`config.mk`:
```
export PLATFORM = sky130hd
export DESIGN_NAME = instruction_fetch_haz_flat
export DESIGN_NICKNAME = d
export VERILOG_FILES = /design/src/rtl/instruction_fetch_haz_if.sv /design/src/rtl/instruction_fetch_haz.sv /design/src/flat_wrapper.sv
export SDC_FILE = /design/constraint.sdc
export NUM_CORES = 1
export LEC_CHECK = 0
export ABC_AREA = 1
export CORE_ASPECT_RATIO = 0.9
export CORE_MARGIN = 5
export CORE_UTILIZATION = 48
export CTS_BUF_LIST = sky130_fd_sc_hd__clkbuf_2
export CTS_CLUSTER_SIZE = 28
export DETAILED_ROUTE_END_ITERATION = 8
export GPL_TIMING_DRIVEN = 0
export PLACE_DENSITY = 0.82
export SLEW_MARGIN = 5
export SYNTH_ARGS = -nofsm -noshare
export SYNTH_HDL_FRONTEND = slang
export SYNTH_SLANG_ARGS = --single-unit
```
`constraint.sdc`:
```
create_clock -name clock -period 5.4 [get_ports clock]
set_clock_uncertainty 0.2 [all_clocks]
set_input_delay 0.81 -clock clock [delete_from_list [all_inputs] [get_ports clock]]
set_output_delay 0.81 -clock clock [all_outputs]
set_load 0.01 [all_outputs]
```
`src/rtl/instruction_fetch_haz_if.sv`:
```
// Fetch-stage bundle: hazard controls, execute redirect, instruction-memory port and IF/ID register outputs.
// master = fetch stage, slave = surrounding pipeline/memory.
interface instruction_fetch_haz_if #(
    parameter int CNT_W = 16
);
    logic             stall;
    logic             flush;
    logic             redirect_valid;
    logic [31:0]      redirect_pc;
    logic [31:0]      imem_dataout;
    logic [31:0]      imem_address;
    logic [31:0]      ifid_instr;
    logic [31:0]      ifid_pc;
    logic             ifid_valid;
    logic             ifid_jump_taken;
    logic [CNT_W-1:0] fetch_count;

    modport master (
        input  stall, flush, redirect_valid, redirect_pc, imem_dataout,
        output imem_address, ifid_instr, ifid_pc, ifid_valid, ifid_jump_taken, fetch_count
    );

    modport slave (
        output stall, flush, redirect_valid, redirect_pc, imem_dataout,
        input  imem_address, ifid_instr, ifid_pc, ifid_valid, ifid_jump_taken, fetch_count
    );
endinterface

```
`src/rtl/instruction_fetch_haz.sv`:
```
// Fetch stage: PC register, IF/ID pipeline register, stall/flush/redirect handling, saturating fetch counter.
// Optional macro IFETCH_JUMP_SHORTCUT_EN: follow JUMP words directly at fetch time.
module instruction_fetch_haz #(
    parameter logic [31:0] RESET_PC = 32'h0,
    parameter logic [31:0] NOP_WORD = 32'h0,
    parameter int          CNT_W    = 16
) (
    input  logic                   clock,
    input  logic                   reset,
    instruction_fetch_haz_if.master bus
);
    typedef enum logic {RUN, HOLD} state_t;

    state_t           state;
    logic [31:0]      pc;
    logic [31:0]      ifid_instr;
    logic [31:0]      ifid_pc;
    logic             ifid_valid;
    logic             ifid_jump_taken;
    logic [CNT_W-1:0] fetch_count;

    logic [31:0]      seq_pc;
    logic             capture_jump;
    logic [31:0]      capture_next_pc;

    assign seq_pc = pc + 32'd1;

`ifdef IFETCH_JUMP_SHORTCUT_EN
    localparam logic [5:0] JUMP_OP = 6'b010101;
    assign capture_jump = (bus.imem_dataout[31:26] == JUMP_OP);
`else
    // Without predecode a captured JUMP is an ordinary word, so the taken flag never rises.
    assign capture_jump = 1'b0;
`endif

    assign capture_next_pc = capture_jump ? {6'b0, bus.imem_dataout[25:0]} : seq_pc;

    assign bus.imem_address    = pc;
    assign bus.ifid_instr      = ifid_instr;
    assign bus.ifid_pc         = ifid_pc;
    assign bus.ifid_valid      = ifid_valid;
    assign bus.ifid_jump_taken = ifid_jump_taken;
    assign bus.fetch_count     = fetch_count;

    // NOTE: all state updates use non-blocking assignments so every register samples pre-edge values.
    always_ff @(posedge clock or posedge reset) begin
        if (reset) begin
            state           <= RUN;
            pc              <= RESET_PC;
            ifid_instr      <= NOP_WORD;
            ifid_pc         <= 32'h0;
            ifid_valid      <= 1'b0;
            ifid_jump_taken <= 1'b0;
            fetch_count     <= '0;
        end else begin
            case (state)
                RUN:  if (bus.stall && !bus.redirect_valid) state <= HOLD;
                HOLD: if (!bus.stall || bus.redirect_valid) state <= RUN;
                default: state <= RUN;
            endcase

            if (bus.redirect_valid) begin
                pc              <= bus.redirect_pc;
                ifid_instr      <= NOP_WORD;
                ifid_valid      <= 1'b0;
                ifid_jump_taken <= 1'b0;
            end else if (bus.stall) begin
                // A stall alone freezes everything; a stall with flush still squashes IF/ID.
                if (bus.flush) begin
                    ifid_instr      <= NOP_WORD;
                    ifid_valid      <= 1'b0;
                    ifid_jump_taken <= 1'b0;
                end
            end else if (bus.flush) begin
                pc              <= seq_pc;
                ifid_instr      <= NOP_WORD;
                ifid_valid      <= 1'b0;
                ifid_jump_taken <= 1'b0;
            end else begin
                pc              <= capture_next_pc;
                ifid_instr      <= bus.imem_dataout;
                ifid_pc         <= pc;
                ifid_valid      <= 1'b1;
                ifid_jump_taken <= capture_jump;
                if (fetch_count != {CNT_W{1'b1}})
                    fetch_count <= fetch_count + 1'b1;
            end
        end
    end
endmodule
```
`src/flat_wrapper.sv`:
```
// flat-port wrapper written by rule: the top's interface ports become plain ports
module instruction_fetch_haz_flat 
#(
    parameter logic [31:0] RESET_PC = 32'h0,
    parameter logic [31:0] NOP_WORD = 32'h0,
    parameter int          CNT_W    = 16
)
  (clock, reset, bus_stall, bus_flush, bus_redirect_valid, bus_redirect_pc, bus_imem_dataout, bus_imem_address, bus_ifid_instr, bus_ifid_pc, bus_ifid_valid, bus_ifid_jump_taken, bus_fetch_count);
  instruction_fetch_haz_if #(.CNT_W(CNT_W)) bus_i ();
  input  logic clock;
  input  logic reset;
  input wire logic [$bits(bus_i.stall)-1:0] bus_stall;
  input wire logic [$bits(bus_i.flush)-1:0] bus_flush;
  input wire logic [$bits(bus_i.redirect_valid)-1:0] bus_redirect_valid;
  input wire logic [$bits(bus_i.redirect_pc)-1:0] bus_redirect_pc;
  input wire logic [$bits(bus_i.imem_dataout)-1:0] bus_imem_dataout;
  output wire logic [$bits(bus_i.imem_address)-1:0] bus_imem_address;
  output wire logic [$bits(bus_i.ifid_instr)-1:0] bus_ifid_instr;
  output wire logic [$bits(bus_i.ifid_pc)-1:0] bus_ifid_pc;
  output wire logic [$bits(bus_i.ifid_valid)-1:0] bus_ifid_valid;
  output wire logic [$bits(bus_i.ifid_jump_taken)-1:0] bus_ifid_jump_taken;
  output wire logic [$bits(bus_i.fetch_count)-1:0] bus_fetch_count;
  assign bus_i.stall = bus_stall;
  assign bus_i.flush = bus_flush;
  assign bus_i.redirect_valid = bus_redirect_valid;
  assign bus_i.redirect_pc = bus_redirect_pc;
  assign bus_i.imem_dataout = bus_imem_dataout;
  assign bus_imem_address = bus_i.imem_address;
  assign bus_ifid_instr = bus_i.ifid_instr;
  assign bus_ifid_pc = bus_i.ifid_pc;
  assign bus_ifid_valid = bus_i.ifid_valid;
  assign bus_ifid_jump_taken = bus_i.ifid_jump_taken;
  assign bus_fetch_count = bus_i.fetch_count;
  instruction_fetch_haz #(.RESET_PC(RESET_PC), .NOP_WORD(NOP_WORD), .CNT_W(CNT_W)) u_core (.clock(clock), .reset(reset), .bus(bus_i));
endmodule
```
==> results.py <==
metrics = {
    "clock_network": {
        "numCtsBuffers": 17,
        "cts_tree": "done",
        "clockBufferDepth": 2,
        "cts_sinks": 113,
        "clk_latency_ns": 0.67,
        "h-tree-depth": 4,
        "hold_buffers": 0,
        "cts_setup_buffers": 0,
        "clk_pin_slew_ns": 0.19,
        "cts_resized": 0,
        "cts-root-buf": "clkbuf_2",
    },
    "cells_and_area": {
        "mostFrequentLayoutCell": "nand2_1",
        "nFillCells": 973,
        "final_cell_mix": "nand2_1 (238), clkdlybuf4s50_1 (179), dfrtp_1 (113)",
        "syn2layout_area_growth_pct": 39.5,
        "final_util": 0.676,
        "n_antenna_cell": 0,
        "drive_above_1_share": 0.0996,
        "final_cells": 1074,
        "nets": 972,
    },
    "timing": {
        "setup_viol": 0,
        "fin_crit_sh": 0.516,
        "max_slew_margin": 0.590,
        "report.final.slew_viol_count": 0,
        "timing.fmax_mhz": 359,
        "finalSetupTns_ns": 0,
        "hold_violations": 0,
        "grt_setup_unrepaired": "no",
        "hold_slack_ns": 0.260,
        "fin_ws_ns": 2.61,
        "worst_pin_slew_ns": 0.615,
        "period_needed_ns": 2.79,
    },
    "place": {
        "gp_congestion": 0.886,
        "portBuffers": 179,
        "place_inst": 1042,
        "hpwl_mm": 12.9,
        "dp_slack_ns": 2.95,
    },
    "synthesis": {
        "syn-num-nets": 773,
        "netlist_top_cells_area": "dfrtp_1 (49%), nand2_1 (15%), a32o_1 (5.5%)",
        "synth_compound_area_frac": 0.136,
        "ys_seq_area_frac": 0.489,
        "yosysTopAreaCell": "dfrtp_1",
        "synth_fa_ha_area_frac": 0.00433,
        "netlist_area_sq_um": 5780,
        "syn_area_per_cell_sq_um": 8.24,
        "synth_top_family_by_area": "simple AND/OR/NAND/NOR gates",
        "synth_cell_types": 32,
        "ys_seq_elements": 113,
        "synth_top_area_share": 0.489,
        "netlist_instances": 702,
        "synth_warnings": 0,
        "yosys_most_used_dff": "dfrtp_1",
        "synth-simple-area-share": 0.268,
        "synth-edff-count": 0,
        "async_reset_ff_frac": 1.00,
        "muxShareOfSynthArea": 0,
        "synth_xor_area_frac": 0.0242,
    },
    "routing": {
        "ant_nets": 0,
        "wl_mm": 17.3,
        "post_drt_wl_per_cell_um": 16.1,
        "viasPerCell": 5.15,
        "drc": 0,
        "first_pass_iters": 5,
        "drt_iter0_drc": 554,
        "via_count": 5536,
    },
    "setup_path": {
        "cp_data_arrival_time_ns": 1.78,
        "startpoint_type": "register",
        "critPathCaptureType": "output port",
        "crit_slowest_cell": "clkdlybuf4s50_1",
        "critPathMaxFanout": 7,
        "worstSetupPathType": "reg -> out",
        "crit_family": "buffers and inverters",
        "critPathMaxStageDelay_ns": 0.61,
        "crit_buf_inv": 1,
        "cp.required_ns": 4.39,
        "crit_chain": "clkdlybuf4s50_1",
    },
    "grt": {
        "grt_pass1_wl_mm": 27.8,
        "overflow": 0,
        "grt_max_degree": 60,
        "grt_pass1_vias": 5381,
        "antenna_found_initial": 0,
        "grt_usage": 0.246,
    },
    "die": {
        "pin_count": 183,
        "die_h_um": 114,
        "dieArea_sq_um": 14300,
        "start_util": 0.485,
        "placeableCoreArea_sq_um": 11900,
        "num_rows": 38,
        "die_w_um": 126,
    },
    "outcome": {
        "status": "complete, no violations",
    },
    "worst_hold_path": {
        "holdCritPathClass": "in -> reg",
    },
    "flow_run": {
        "cap_violations": 0,
    },
    "pwr": {
        "irDropWorstVdd_mv": 0.171,
        "p_per_area_nw_per_um2": 270,
        "p_leak_nw": 3.66,
    },
}
area by class of cell:
class | count | area [sq um] | share of cell area
tap | 160 | 200 | 0.0248
inverter | 71 | 272 | 0.0337
clock inverter | 13 | 163 | 0.0202
timing repair buffer | 180 | 1820 | 0.226
sequential | 113 | 2830 | 0.351
clock buffer | 19 | 95.1 | 0.0118
multi-input combinational | 489 | 2510 | 0.311
buffer | 29 | 184 | 0.0228
through the flow:
stage	area, sq um	power, mW
after detailed placement	7810	1.58
after floorplan	5780	1.27
after CTS	8070	2.20
final	8070	2.18
after global routing	8070	2.30
after global placement	7780	1.57
per-layer routing:
metal	wire length [um]	GRT usage	vias up
li1	-	-	2689
met1	7370	0.321	2588
met2	7900	0.379	239
met3	1810	0.100	20
met4	213	0.0708	0
met5	0	0	-
kinds of logic after synthesis:
group / after synthesis
fa+ha+maj: 2
buf+inv: 100
other cells: 1
xor+xnor: 16
flops: 113
simple gates: 364
compound gates: 106
Yosys cell counts (4+ instances only):
cell type  number
o21ai_1        14
a32o_1         32
o21ai_0        32
o21ai_2        18
nor2_2          8
o211ai_1        5
clkbuf_1        7
xnor2_1        11
nand2_1       238
nor2_1         51
xor2_1          5
buf_6           7
buf_2          12
inv_1          68
dfrtp_1       113
nand3_1        52
and2_1          4
state kept, by name (all words and copies together) (netlist names):
name / flops
u_core.bus.ifid_pc: 32
u_core.bus.fetch_count: 16
u_core.bus.ifid_valid: 1
u_core.bus.ifid_instr: 32
u_core.bus.imem_address: 32
path summary, 6_finish.rpt:
check	start	endpoint	slack, ns	cells after the start
max in group asynchronous	reset	u_core.bus.imem_address[28]$_DFFE_PP0P_	3.96	3
worst max-delay path	u_core.bus.imem_address[2]$_DFFE_PP0P_	bus_imem_address[2]	2.61	1
worst max register to register	u_core.bus.imem_address[1]$_DFFE_PP0P_	u_core.bus.imem_address[24]$_DFFE_PP0P_	3.40	8
min in group asynchronous	reset	u_core.bus.fetch_count[5]$_DFFE_PP0P_	0.33	2
worst min register to register	u_core.bus.ifid_pc[22]$_DFFE_PP0P_	u_core.bus.ifid_pc[22]$_DFFE_PP0P_	0.30	2
worst min-delay path	bus_redirect_valid	u_core.bus.imem_address[8]$_DFFE_PP0P_	0.26	3
power by group:
part / switching, mW / internal, mW
Combinational: 0.256 / 0.283
Clock: 0.350 / 0.263
Sequential: 0.0906 / 0.935
No activity file was read; power rests on OpenSTA's default activity.
